<file path="src/rtl/sleepwell_pkg.sv">
//============================================================================
// Module   : sleepwell_pkg
// Purpose  : Shared phase encoding, brightness limit and 640x480@60 timing
//            defaults for the sleepwell VGA controller.
// Revision : 1.0  initial release
//============================================================================
`timescale 1ns/1ps
`default_nettype none

package sleepwell_pkg;

  typedef enum logic [1:0] {
    PH_IDLE  = 2'd0,
    PH_DIM   = 2'd1,
    PH_SLEEP = 2'd2,
    PH_WAKE  = 2'd3
  } phase_e;

  localparam logic [5:0] LEVEL_MAX = 6'd63;

  localparam int DEF_H_ACTIVE     = 640;
  localparam int DEF_H_FP         = 16;
  localparam int DEF_H_SYNC       = 96;
  localparam int DEF_H_BP         = 48;
  localparam int DEF_V_ACTIVE     = 480;
  localparam int DEF_V_FP         = 10;
  localparam int DEF_V_SYNC       = 2;
  localparam int DEF_V_BP         = 33;
  localparam int DEF_SLEEP_FRAMES = 120;

  // Brightness never wraps past full scale on the way up.
  function automatic logic [5:0] level_inc(input logic [5:0] lvl);
    return (lvl == LEVEL_MAX) ? LEVEL_MAX : lvl + 6'd1;
  endfunction

endpackage

`default_nettype wire

</file>
<file path="src/rtl/sleepwell_vga_ctrl_if.sv">
//============================================================================
// Module   : sleepwell_vga_ctrl_if
// Purpose  : Control inputs and video/brightness outputs of the controller.
//            SLEEPWELL_TEST_PATTERN_EN adds the bar output.
// Revision : 1.0  initial release
//============================================================================
`timescale 1ns/1ps
`default_nettype none

interface sleepwell_vga_ctrl_if;
  import sleepwell_pkg::*;

  logic       go;
  logic       abort;
  logic       hsync;
  logic       vsync;
  logic       de;
  logic [9:0] x;
  logic [9:0] y;
  logic       frame_start;
  phase_e     phase;
  logic [5:0] level;
`ifdef SLEEPWELL_TEST_PATTERN_EN
  logic [2:0] bar;
`endif

  modport master (
    input  go,
    input  abort,
    output hsync,
    output vsync,
    output de,
    output x,
    output y,
    output frame_start,
    output phase,
    output level
`ifdef SLEEPWELL_TEST_PATTERN_EN
    ,
    output bar
`endif
  );

  modport slave (
    output go,
    output abort,
    input  hsync,
    input  vsync,
    input  de,
    input  x,
    input  y,
    input  frame_start,
    input  phase,
    input  level
`ifdef SLEEPWELL_TEST_PATTERN_EN
    ,
    input  bar
`endif
  );

endinterface

`default_nettype wire

</file>
<file path="src/rtl/sleepwell_vga_timing.sv">
//============================================================================
// Module   : sleepwell_vga_timing
// Purpose  : Pixel/line counters with sync, display-enable and frame-start
//            decode, all taken from the same counter registers.
// Revision : 1.0  initial release
//============================================================================
`timescale 1ns/1ps
`default_nettype none

module sleepwell_vga_timing #(
  parameter int H_ACTIVE = 640,
  parameter int H_FP     = 16,
  parameter int H_SYNC   = 96,
  parameter int H_BP     = 48,
  parameter int V_ACTIVE = 480,
  parameter int V_FP     = 10,
  parameter int V_SYNC   = 2,
  parameter int V_BP     = 33
) (
  input  logic       clk,
  input  logic       rst_n,
  output logic [9:0] x,
  output logic [9:0] y,
  output logic       hsync,
  output logic       vsync,
  output logic       de,
  output logic       frame_start
);

  localparam int H_TOTAL = H_ACTIVE + H_FP + H_SYNC + H_BP;
  localparam int V_TOTAL = V_ACTIVE + V_FP + V_SYNC + V_BP;

  localparam logic [9:0] C_H_LAST     = 10'(H_TOTAL - 1);
  localparam logic [9:0] C_V_LAST     = 10'(V_TOTAL - 1);
  localparam logic [9:0] C_H_ACT      = 10'(H_ACTIVE);
  localparam logic [9:0] C_V_ACT      = 10'(V_ACTIVE);
  localparam logic [9:0] C_HS_START   = 10'(H_ACTIVE + H_FP);
  localparam logic [9:0] C_HS_END     = 10'(H_ACTIVE + H_FP + H_SYNC);
  localparam logic [9:0] C_VS_START   = 10'(V_ACTIVE + V_FP);
  localparam logic [9:0] C_VS_END     = 10'(V_ACTIVE + V_FP + V_SYNC);

  logic [9:0] r_x;
  logic [9:0] r_y;
  logic       w_x_last;
  logic       w_y_last;

  assign w_x_last = (r_x == C_H_LAST);
  assign w_y_last = (r_y == C_V_LAST);

  always_ff @(posedge clk or negedge rst_n) begin
    if (!rst_n) begin
      r_x <= '0;
      r_y <= '0;
    end else if (w_x_last) begin
      r_x <= '0;
      r_y <= w_y_last ? 10'd0 : r_y + 10'd1;
    end else begin
      r_x <= r_x + 10'd1;
    end
  end

  assign x           = r_x;
  assign y           = r_y;
  assign hsync       = !((r_x >= C_HS_START) && (r_x < C_HS_END));
  assign vsync       = !((r_y >= C_VS_START) && (r_y < C_VS_END));
  assign de          = (r_x < C_H_ACT) && (r_y < C_V_ACT);
  assign frame_start = w_x_last && w_y_last;

endmodule

`default_nettype wire

</file>
<file path="src/rtl/sleepwell_vga_ctrl.sv">
//============================================================================
// Module   : sleepwell_vga_ctrl
// Purpose  : VGA timing plus a frame-paced dim/sleep/wake brightness FSM.
//            Optional macro SLEEPWELL_TEST_PATTERN_EN adds a colour-bar index.
// Revision : 1.0  initial release
//============================================================================
`timescale 1ns/1ps
`default_nettype none

module sleepwell_vga_ctrl
  import sleepwell_pkg::*;
#(
  parameter int H_ACTIVE     = DEF_H_ACTIVE,
  parameter int H_FP         = DEF_H_FP,
  parameter int H_SYNC       = DEF_H_SYNC,
  parameter int H_BP         = DEF_H_BP,
  parameter int V_ACTIVE     = DEF_V_ACTIVE,
  parameter int V_FP         = DEF_V_FP,
  parameter int V_SYNC       = DEF_V_SYNC,
  parameter int V_BP         = DEF_V_BP,
  parameter int SLEEP_FRAMES = DEF_SLEEP_FRAMES
) (
  input  logic                 clk,
  input  logic                 rst_n,
  sleepwell_vga_ctrl_if.master bus
);

  localparam logic [7:0] C_SLEEP_LOAD = 8'(SLEEP_FRAMES);

  logic [9:0] w_x;
  logic [9:0] w_y;
  logic       w_de;
  logic       w_hsync;
  logic       w_vsync;
  logic       w_fs;

  sleepwell_vga_timing #(
    .H_ACTIVE (H_ACTIVE),
    .H_FP     (H_FP),
    .H_SYNC   (H_SYNC),
    .H_BP     (H_BP),
    .V_ACTIVE (V_ACTIVE),
    .V_FP     (V_FP),
    .V_SYNC   (V_SYNC),
    .V_BP     (V_BP)
  ) u_timing (
    .clk         (clk),
    .rst_n       (rst_n),
    .x           (w_x),
    .y           (w_y),
    .hsync       (w_hsync),
    .vsync       (w_vsync),
    .de          (w_de),
    .frame_start (w_fs)
  );

  phase_e     r_phase;
  phase_e     w_phase_nxt;
  logic [5:0] r_level;
  logic [5:0] w_level_nxt;
  logic [7:0] r_sleep_cnt;
  logic [7:0] w_sleep_cnt_nxt;

  always_ff @(posedge clk or negedge rst_n) begin
    if (!rst_n) begin
      r_phase     <= PH_IDLE;
      r_level     <= LEVEL_MAX;
      r_sleep_cnt <= 8'd0;
    end else begin
      r_phase     <= w_phase_nxt;
      r_level     <= w_level_nxt;
      r_sleep_cnt <= w_sleep_cnt_nxt;
    end
  end

  // State only advances on the last pixel of a frame, so every frame is uniform.
  always_comb begin
    w_phase_nxt     = r_phase;
    w_level_nxt     = r_level;
    w_sleep_cnt_nxt = r_sleep_cnt;
    if (w_fs) begin
      unique case (r_phase)
        PH_IDLE: begin
          w_level_nxt = LEVEL_MAX;
          if (bus.go && !bus.abort) begin
            w_phase_nxt = PH_DIM;
            w_level_nxt = LEVEL_MAX - 6'd1;
          end
        end
        PH_DIM: begin
          if (bus.abort) begin
            w_phase_nxt = PH_WAKE;
            w_level_nxt = level_inc(r_level);
          end else if (r_level == 6'd0) begin
            w_phase_nxt     = PH_SLEEP;
            w_sleep_cnt_nxt = C_SLEEP_LOAD;
          end else begin
            w_level_nxt = r_level - 6'd1;
          end
        end
        PH_SLEEP: begin
          if (bus.abort || (r_sleep_cnt <= 8'd1)) begin
            w_phase_nxt     = PH_WAKE;
            w_level_nxt     = level_inc(r_level);
            w_sleep_cnt_nxt = 8'd0;
          end else begin
            w_sleep_cnt_nxt = r_sleep_cnt - 8'd1;
          end
        end
        PH_WAKE: begin
          if (r_level == LEVEL_MAX) begin
            w_phase_nxt = PH_IDLE;
          end else begin
            w_level_nxt = level_inc(r_level);
          end
        end
        default: begin
          w_phase_nxt = PH_IDLE;
          w_level_nxt = LEVEL_MAX;
        end
      endcase
    end
  end

  assign bus.x           = w_x;
  assign bus.y           = w_y;
  assign bus.hsync       = w_hsync;
  assign bus.vsync       = w_vsync;
  assign bus.de          = w_de;
  assign bus.frame_start = w_fs;
  assign bus.phase       = r_phase;

`ifdef SLEEPWELL_TEST_PATTERN_EN
  assign bus.level = ((r_phase == PH_IDLE) && !bus.go) ? LEVEL_MAX : r_level;
  assign bus.bar   = w_de ? w_x[9:7] : 3'd0;
`else
  assign bus.level = r_level;
`endif

endmodule

`default_nettype wire

</file>
<file path="src/flat_wrapper.sv">
// flat-port wrapper written by rule: the top's interface ports become plain ports
module sleepwell_vga_ctrl_flat import sleepwell_pkg::*;
#(
  parameter int H_ACTIVE     = DEF_H_ACTIVE,
  parameter int H_FP         = DEF_H_FP,
  parameter int H_SYNC       = DEF_H_SYNC,
  parameter int H_BP         = DEF_H_BP,
  parameter int V_ACTIVE     = DEF_V_ACTIVE,
  parameter int V_FP         = DEF_V_FP,
  parameter int V_SYNC       = DEF_V_SYNC,
  parameter int V_BP         = DEF_V_BP,
  parameter int SLEEP_FRAMES = DEF_SLEEP_FRAMES
)
  (clk, rst_n, bus_go, bus_abort, bus_hsync, bus_vsync, bus_de, bus_x, bus_y, bus_frame_start, bus_phase, bus_level);
  sleepwell_vga_ctrl_if bus_i ();
  input  logic clk;
  input  logic rst_n;
  input wire logic [$bits(bus_i.go)-1:0] bus_go;
  input wire logic [$bits(bus_i.abort)-1:0] bus_abort;
  output wire logic [$bits(bus_i.hsync)-1:0] bus_hsync;
  output wire logic [$bits(bus_i.vsync)-1:0] bus_vsync;
  output wire logic [$bits(bus_i.de)-1:0] bus_de;
  output wire logic [$bits(bus_i.x)-1:0] bus_x;
  output wire logic [$bits(bus_i.y)-1:0] bus_y;
  output wire logic [$bits(bus_i.frame_start)-1:0] bus_frame_start;
  output wire logic [$bits(bus_i.phase)-1:0] bus_phase;
  output wire logic [$bits(bus_i.level)-1:0] bus_level;
  assign bus_i.go = bus_go;
  assign bus_i.abort = bus_abort;
  assign bus_hsync = bus_i.hsync;
  assign bus_vsync = bus_i.vsync;
  assign bus_de = bus_i.de;
  assign bus_x = bus_i.x;
  assign bus_y = bus_i.y;
  assign bus_frame_start = bus_i.frame_start;
  assign bus_phase = bus_i.phase;
  assign bus_level = bus_i.level;
  sleepwell_vga_ctrl #(.H_ACTIVE(H_ACTIVE), .H_FP(H_FP), .H_SYNC(H_SYNC), .H_BP(H_BP), .V_ACTIVE(V_ACTIVE), .V_FP(V_FP), .V_SYNC(V_SYNC), .V_BP(V_BP), .SLEEP_FRAMES(SLEEP_FRAMES)) u_core (.clk(clk), .rst_n(rst_n), .bus(bus_i));
endmodule
</file>
<file path="config.mk">
export PLATFORM = sky130hd
export DESIGN_NAME = sleepwell_vga_ctrl_flat
export DESIGN_NICKNAME = d
export VERILOG_FILES = /design/src/rtl/sleepwell_pkg.sv /design/src/rtl/sleepwell_vga_ctrl_if.sv /design/src/rtl/sleepwell_vga_timing.sv /design/src/rtl/sleepwell_vga_ctrl.sv /design/src/flat_wrapper.sv
export SDC_FILE = /design/constraint.sdc
export NUM_CORES = 1
export LEC_CHECK = 0
export ABC_AREA = 1
export CAP_MARGIN = 10
export CORE_MARGIN = 2
export CORE_UTILIZATION = 40
export DETAILED_ROUTE_END_ITERATION = 12
export GPL_TIMING_DRIVEN = 0
export SLEW_MARGIN = 20
export SYNTH_ARGS = -nofsm -noshare
export SYNTH_HDL_FRONTEND = slang
export SYNTH_SLANG_ARGS = --single-unit
</file>
<file path="constraint.sdc">
create_clock -name clk -period 2 [get_ports clk]
set_input_delay 0.6 -clock clk [delete_from_list [all_inputs] [get_ports clk]]
set_output_delay 0.6 -clock clk [all_outputs]
set_load 0.02 [all_outputs]
</file>
Word level (Yosys, flattened, before mapping)
Index checks and enable logic that the tools add are counted.
Storage, ports and cells
  register bits: 36
  bits of input ports: 4
  logic and storage cells: 65
Operators by class
  add/sub/neg operators: 5
  magnitude comparators: 7
  eq/ne operators: 14
  muxes and demuxes: 19
  reductions and logical operators: 15
Operator list (number)
  $mux 6: 5
  $mux 8: 3
  $pmux 6 s4: 1
  $add 10x1->10 const B: 2
  $eq 10x10->1 const B: 2
  $lt 10x10->1 const B: 2
  $lt 10x9->1 const B: 2
  $mux 10: 2
  $pmux 8 s2: 1
  $ge 10x10->1 const B: 1
  $ge 10x9->1 const B: 1
  $mux 2: 5
  $le 8x1->1 const B: 1
  $ne 2x1->1 const B: 4
  $pmux 2 s4: 1
  $reduce_and 4->1: 2
  $sub 8x1->8 const B: 1
  $add 6x1->6 const B: 1
  $eq 6x6->1 const B: 1
  $logic_not 6->1: 1
  $sub 6x1->6 const B: 1
  $logic_and 1x1->1: 5
  $reduce_and 5->1: 1
  $eq 2x2->1 const B: 2
  9 further kinds: 12

Depth between registers and ports, before layout
Gate-level depths: netlist of the first run.
  word-level depth: 4
  gate-level depth with buffers: 11
  mapped depth without buffers: 11

Modules after synthesis
From an unflattened synthesis of the first run, not the netlist that was laid out.
Unflattened totals
  cell total of the unflattened synthesis: 359
  area, all modules: 2577.5 um^2
Modules (own cells, without submodules)
  sleepwell_vga_ctrl: instances 1, cells an instance 200, area each 1376.3 um^2, sequential area each 407.9 um^2
  sleepwell_vga_timing: instances 1, cells an instance 159, area each 1201.2 um^2, sequential area each 500.5 um^2

Worst setup path before layout of the first run
No wires, ideal clock.
  kind: register to output
  from: register u_core.u_timing.r_y[0] (netlist: u_core.u_timing.y[0])
  to: output port bus_frame_start
  arrival time: 1.455 ns
  path slack: -0.055 ns
  cell stages (with the launch flop): 7
  path through: dfrtp_1 -> inv_1 -> ha_1 -> nand2_1 -> nor2_1 -> nand3_4 -> nor2_1
Between the ends
  longest elaborated chain between the ends: 2
RTL lines
  from (decl): line sleepwell_vga_timing.sv:43  | logic [9:0] r_y;
  from (signal assigned): line sleepwell_vga_timing.sv:56  | r_y <= w_y_last ? 10'd0 : r_y + 10'd1;
  $eq 10x10->1: line sleepwell_vga_timing.sv:48  | assign w_y_last = (r_y == C_V_LAST);
  $logic_and 1x1->1: line sleepwell_vga_timing.sv:67  | assign frame_start = w_x_last && w_y_last;
  to (decl): line flat_wrapper.sv:25  | output wire logic [$bits(bus_i.frame_start)-1:0] bus_frame_start;
No other way between the ends.

Worst setup path after layout of the first run
  from: register u_core.u_timing.r_y[1] (netlist: u_core.u_timing.y[1])
  to: output port bus_frame_start
Same word-level chain as after synthesis.

==> metrics, run 1 <==
Layout Nets 431; Hold-fix buffers, CTS 0; clk slew on worst S/H paths 0.08 ns; Pint 1.01 mW; largest net degree at the start of global routing 28; first-pass GRT wire length 10200 um; total wire length 6000 um; post-route insts no fill 490; met3 Track Usage GR 2.95%; Pwr Density 393 mW/mm^2; synthesis-stage register bit count 36; layout cells sized above 1 18.2%; Critical Path AT 1.45 ns; switching share of power 23.0%; vias in the first global route 2248; Inserted Clock Buffers 5; Flop pwr share 55.3%; Net Sw Power 0.302 mW; Ports 36; post-route ant nets 0; Rel. slew slack 77.9%; Avg Inst Size Synth 7.31 sq um; post-synthesis async set-or-reset flop share 100%; Crit. End Element primary output; leading cell type by number of instances after synthesis nand2_1; status finished with violations; CTS tree done; Reg-to-Reg End u_core.r_sleep_cnt[5]; Logic pwr share 2.4%; reg2reg setup slack 0.22 ns; synth unique cells 32; Setup WS pre-CTS -0.494 ns; number of synthesized flops with an enable pin 0; max cap viols 0; Crit Path Max Fanout 3; Mapped Cells 354; clk_lat worst skew 0.29 ns; Post-synth top flop dfrtp_1; die area 0.00713 sq mm; final setup margin -0.0461 ns; post-synthesis sequential area ratio 35.1%; Max Buffers Root-to-Sink 2; drt via density 4.94; Setup-failing EPs final 1; core area 0.00631 sq mm; Commonest cells post-synth nand2_1, inv_1, nand3_1; Total GRT Usage 17.4%; DR vias 2419; Post-Syn Nets 373; final worst-path cycle share 102%; die span in x 84.4 um; Detailed Routing Iterations Pass 1 4; YS warnings 0; Root Driver clkbuf_8; number of port buffers 35; DRC violation count after routing 0; Avg WL per Cell 12.2 um; Most Crowded Layer GR met2; initial antenna violation count 0; Critical Path RT 1.40 ns; Post-Syn Area 0.00259 sq mm; met2 usage 28.9%; Fin. Hold Viols 0; Initial DRC Count 78; post-synth top area cell dfrtp_1; synth top area cells dfrtp_1, nand2_1, inv_1; hpwl dp 4260 um; CTS H-Tree Depth 2; fmax 489 MHz; Die Height 84.4 um; clock network power share 42.2%; critical path launch point type flip-flop; hold crit path type in2async; M1 GR Usage 23.4%; violated checks negative setup slack; Setup Skew 0.00736 ns; Tightest Pin Transition 0.330 ns; Starting Density 41.0%; worst setup path class reg2out; CTS Sinks 36; Worst VDD drop 310 uV; Final TNS setup -0.0461 ns; Layout area overhead 29.2%; Final Core Density 53.0%; crit path time final 2.05 ns; GP Congestion 0.846; worst reg2reg startpoint u_core.u_timing.y[1]; Std-Cell Rows 29; Pleak 1.78 nW; fin. max-slew vios 0; grt total ovfl 0; RSZ-0062 raised after global routing yes; R2R cell count 12; antenna cells 0; Synth top area share 29.0%; fill count 613; placed insts 467
-- power by group through the flow --
stage / Sequential (mW) / Clock [mW] / Combinational, mW
4_1_cts: 0.728 / 0.571 / 0.0336
5_1_grt: 0.728 / 0.599 / 0.0378
6_report: 0.728 / 0.556 / 0.0322
3_3_place_gp: 0.742 / 0 / 0.0302
3_5_place_dp: 0.742 / 0 / 0.0336
2_1_floorplan: 0.742 / 0 / 0.00646
-- cell families (layout without fill, tap and decap cells) --
logic type	after synthesis	count (layout)	share of synthesized area [%]
compound gates	37	37	7.68
xor+xnor	14	14	4.74
fa+ha+maj	15	15	7.25
buf+inv	62	121	9.13
flops	36	36	35.1
simple gates	190	190	36.1
-- cell type report --
cell class	instances	area, sq um	area share [%]
clock inverters	2	10.0	0.299
plain buffers	2	10.0	0.299
well taps	77	96.3	2.88
multi-input cells	256	1540	46.0
clock buffers	6	82.6	2.47
flip-flops and latches	36	916	27.4
inverters	60	226	6.77
repair buffers	51	467	13.9
-- flip-flops by register name, summed over array words and instances, names as in the netlist --
name,cells
u_core.u_timing.x,10
u_core.u_timing.y,10
u_core.r_sleep_cnt,8
u_core.bus.level,6
u_core.bus.phase,2
-- per-stage QoR --
stage	power, mW	hold WS [ns]	instance area [sq um]
2_1_floorplan	0.748	0.304	2590
3_3_place_gp	0.772	0.494	3040
3_5_place_dp	0.775	0.486	3050
4_1_cts	1.33	0.163	3230
5_1_grt	1.36	0.164	3350
6_report	1.32	0.164	3350
-- per-layer routing --
metal / vias up / part of all wire [%]
met2: 46 / 46
met4: 0 / 1.2
met3: 7 / 3.3
met1: 1110 / 49
met5: - / 0
li1: 1256 / -
-- placed cells by master, fill, tap and decap left out, types with 4 or more instances in the layout --
master / instances
buf_2: 4
clkdlybuf4s50_1: 12
ha_1: 13
dfrtp_2: 6
o21ai_1: 9
nand4_1: 8
nand3_1: 33
inv_1: 52
dlymetal6s2s_1: 5
nand2_1: 85
nor2_4: 6
buf_4: 15
dlygate4sd2_1: 13
a21oi_1: 6
dfstp_2: 6
nor3_1: 10
o21ai_0: 17
dfrtp_1: 24
xor2_1: 13
inv_2: 7
clkbuf_8: 6
nor2_1: 28
-- what timing repair did --
| item | in CTS | in global routing |
|---|---|---|
| setup buffers | 6 | 9 |
| gates resized for setup | 45 | 18 |
| setup endpoints to repair | 15 | 10 |
| pin swaps | 4 | 8 |
-- worst max-delay path, stage by stage (launching register included) --
cell and delay (ns):
dfrtp_1 0.39, inv_2 0.09, ha_4 0.14, nand2_4 0.04, nor2_4 0.11, nand3_4 0.09, nor2_4 0.15, buf_6 0.13
-- worst max-delay path by stage --
| stage | from | endpoint | depth (start not counted) |
|---|---|---|---|
| after floorplan | u_core.u_timing.x[0] | bus_frame_start | 5 |
| after global placement | rst_n | u_core.bus.phase[0] | 1 |
| after detailed placement | u_core.u_timing.x[0] | bus_frame_start | 6 |
| after CTS | u_core.u_timing.y[1] | bus_frame_start | 7 |
| after global routing | u_core.u_timing.y[1] | bus_frame_start | 7 |
| final | u_core.u_timing.y[1] | bus_frame_start | 7 |
No activity file was read; power rests on OpenSTA's default activity.
==> inputs of run 2 (changes only) <==
- CELL_PAD_IN_SITES_DETAIL_PLACEMENT: unset -> 2
- CELL_PAD_IN_SITES_GLOBAL_PLACEMENT: unset -> 2
- CORE_UTILIZATION: 40 -> 31
- PLACE_DENSITY_LB_ADDON: unset -> 0.1
==> metrics, run 2 (same netlist as run 1, synthesis figures left out) <==
final worst-path cycle share 105% (+2.4 points); clk_lat worst skew 0.30 ns (about the same); violated checks negative setup slack; post-route ant nets 0 (unchanged); status finished with violations; Power, Total 1.32 mW (+0.10%); crit-path max cell delay 0.49 ns (+0.10 ns); Setup Skew 0.0125 ns (+0.00516 ns); total wire length 8850 um (+48%); Crit Path Max Fanout 7 (+4); worst setup path class reg2out; R2R cell count 9 (-3); CTS tree done; Die Height 95.4 um (+13%); reg2reg setup slack 0.16 ns (-0.06 ns); core area 0.00818 sq mm (+29%); critical-path cell list inv_1 -> nand3_1 -> nor2_1 -> nand2_2 -> nor2_4 -> buf_6; commonest non-fill, non-tap cell in the layout nand2_1; Worst VDD drop 220 uV (-29%); fin area 0.00348 sq mm (+4.0%); Setup-failing EPs final 1 (unchanged); worst reg2reg startpoint u_core.bus.phase[1]; area of the multi-input gates 0.00155 sq mm (+0.73%); Tightest Pin Transition 0.330 ns (+0.0000318 ns); Root Driver clkbuf_8; placed cell area 0.00309 sq mm (+1.1%); fmax 478 MHz (-2.3%); Final Core Density 42.6% (-10 points); fill count 950 (+55%); Register Area 918 sq um (+0.27%); Ports 36 (unchanged); fin. max-slew vios 0 (unchanged); Critical Path RT 1.40 ns (about the same); Rel. slew slack 77.9% (about the same); DRC violation count after routing 0 (unchanged); Layout Nets 443 (+2.8%); most frequent cells in the layout nand2_1, inv_1, nand3_1; WHS 0.181 ns (+0.0171 ns); Critical Path AT 1.49 ns (+0.04 ns); Avg WL per Cell 16.7 um (+36%); placed insts 495 (+6.0%); Max Buffers Root-to-Sink 2 (unchanged); max cap viols 0 (unchanged); layout cells sized above 1 21.9% (+3.7 points); Fin. Hold Viols 0 (unchanged); Crit. End Element primary output; vias in the first global route 2879 (+28%); Reg-to-Reg End u_core.r_sleep_cnt[0]; critical path's slowest cell dfrtp_2; post-route insts no fill 530 (+8.2%); CTS H-Tree Depth 2 (unchanged); drt via density 4.85 (-1.7%); crit path time final 2.09 ns (+0.0481 ns); Initial DRC Count 68 (-13%); clk slew on worst S/H paths 0.08 ns (about the same); first-pass GRT wire length 13900 um (+36%); initial antenna violation count 0 (unchanged); Final TNS setup -0.0942 ns (-0.0481 ns); Detailed Routing Iterations Pass 1 4 (unchanged); hold crit path type in2async; Setup WS pre-CTS -0.587 ns (-0.0929 ns); CTS Sinks 36 (unchanged); die span in x 95.4 um (+13%); Pleak 1.83 nW (+2.8%); Inserted Clock Buffers 5 (unchanged); critical path launch point type flip-flop; DR vias 2573 (+6.4%); Pwr Density 379 mW/mm^2 (-3.7%); grt total ovfl 0 (unchanged); GP Congestion 0.788 (-6.9%); hpwl dp 6000 um (+41%); number of port buffers 35 (unchanged); die area 0.00910 sq mm (+28%); Layout area overhead 34.4%; antenna cells 0 (unchanged); Total GRT Usage 19.5% (+2.2 points); RSZ-0062 raised after global routing yes; largest net degree at the start of global routing 26 (-7.1%); final setup margin -0.0942 ns (-0.0481 ns); Std-Cell Rows 33 (+14%); Starting Density 31.7% (-9.3 points)
## run 2: cell types whose count changed in the layout (fill, tap and decap cells not counted), moves of 2 or more
cell / previous run / this run
dlygate4sd2_1: 13 / 16
dfrtp_2: 6 / 8
clkdlybuf4s50_1: 12 / 10
buf_4: 15 / 28
inv_4: 0 / 2
inv_1: 52 / 49
dfrtp_1: 24 / 22
## run 2: final cells by class
class | count | share of cell area, %
multi-input combinational | 256 | 44.5
sequential | 36 | 26.4
timing repair buffer | 63 | 15.7
inverter | 60 | 6.65
tap | 105 | 3.78
clock buffer | 6 | 2.37
clock inverter | 2 | 0.288
buffer | 2 | 0.288
## run 2: what timing repair did
action,CTS,global route
setup endpoints to repair,17,14
hold buffers,0,0
pin swaps,3,5
setup buffers,11,16
resized for setup,56,18
## run 2: power breakdown
group / leakage [nW] / switching [mW] / internal, mW / total, mW
Sequential: 0.451 / 0 / 0.728 / 0.728
Combinational: 1.32 / 0.0231 / 0.0103 / 0.0334
Clock: 0.0510 / 0.280 / 0.275 / 0.556
## run 2: worst max path at each step
stage | startpoint | to | slack, ns
6_report | u_core.u_timing.x[6] | bus_frame_start | -0.09
5_1_grt | u_core.u_timing.x[6] | bus_frame_start | -0.17
4_1_cts | u_core.u_timing.x[1] | bus_frame_start | -0.12
3_5_place_dp | u_core.u_timing.x[0] | bus_frame_start | -0.59
3_3_place_gp | rst_n | u_core.u_timing.y[2] | -0.66
2_1_floorplan | u_core.u_timing.x[0] | bus_frame_start | 0.03
## run 2: worst max-delay path, delay by kind of cell (launching register included)
| family | cells | cell delay, ns |
|---|---|---|
| buffers and inverters | 2 | 0.25 |
| and+or+nand+nor | 4 | 0.46 |
| DFF | 1 | 0.49 |
## run 2: routing by layer
layer	wire, um	track usage (%)	up-vias	part of all wire, %
li1	-	-	1267	-
met1	3830	23.7	1269	43
met2	4750	36.3	31	54
met3	183	2.61	6	2.1
met4	91	5.00	0	1.0
met5	0	0	-	0
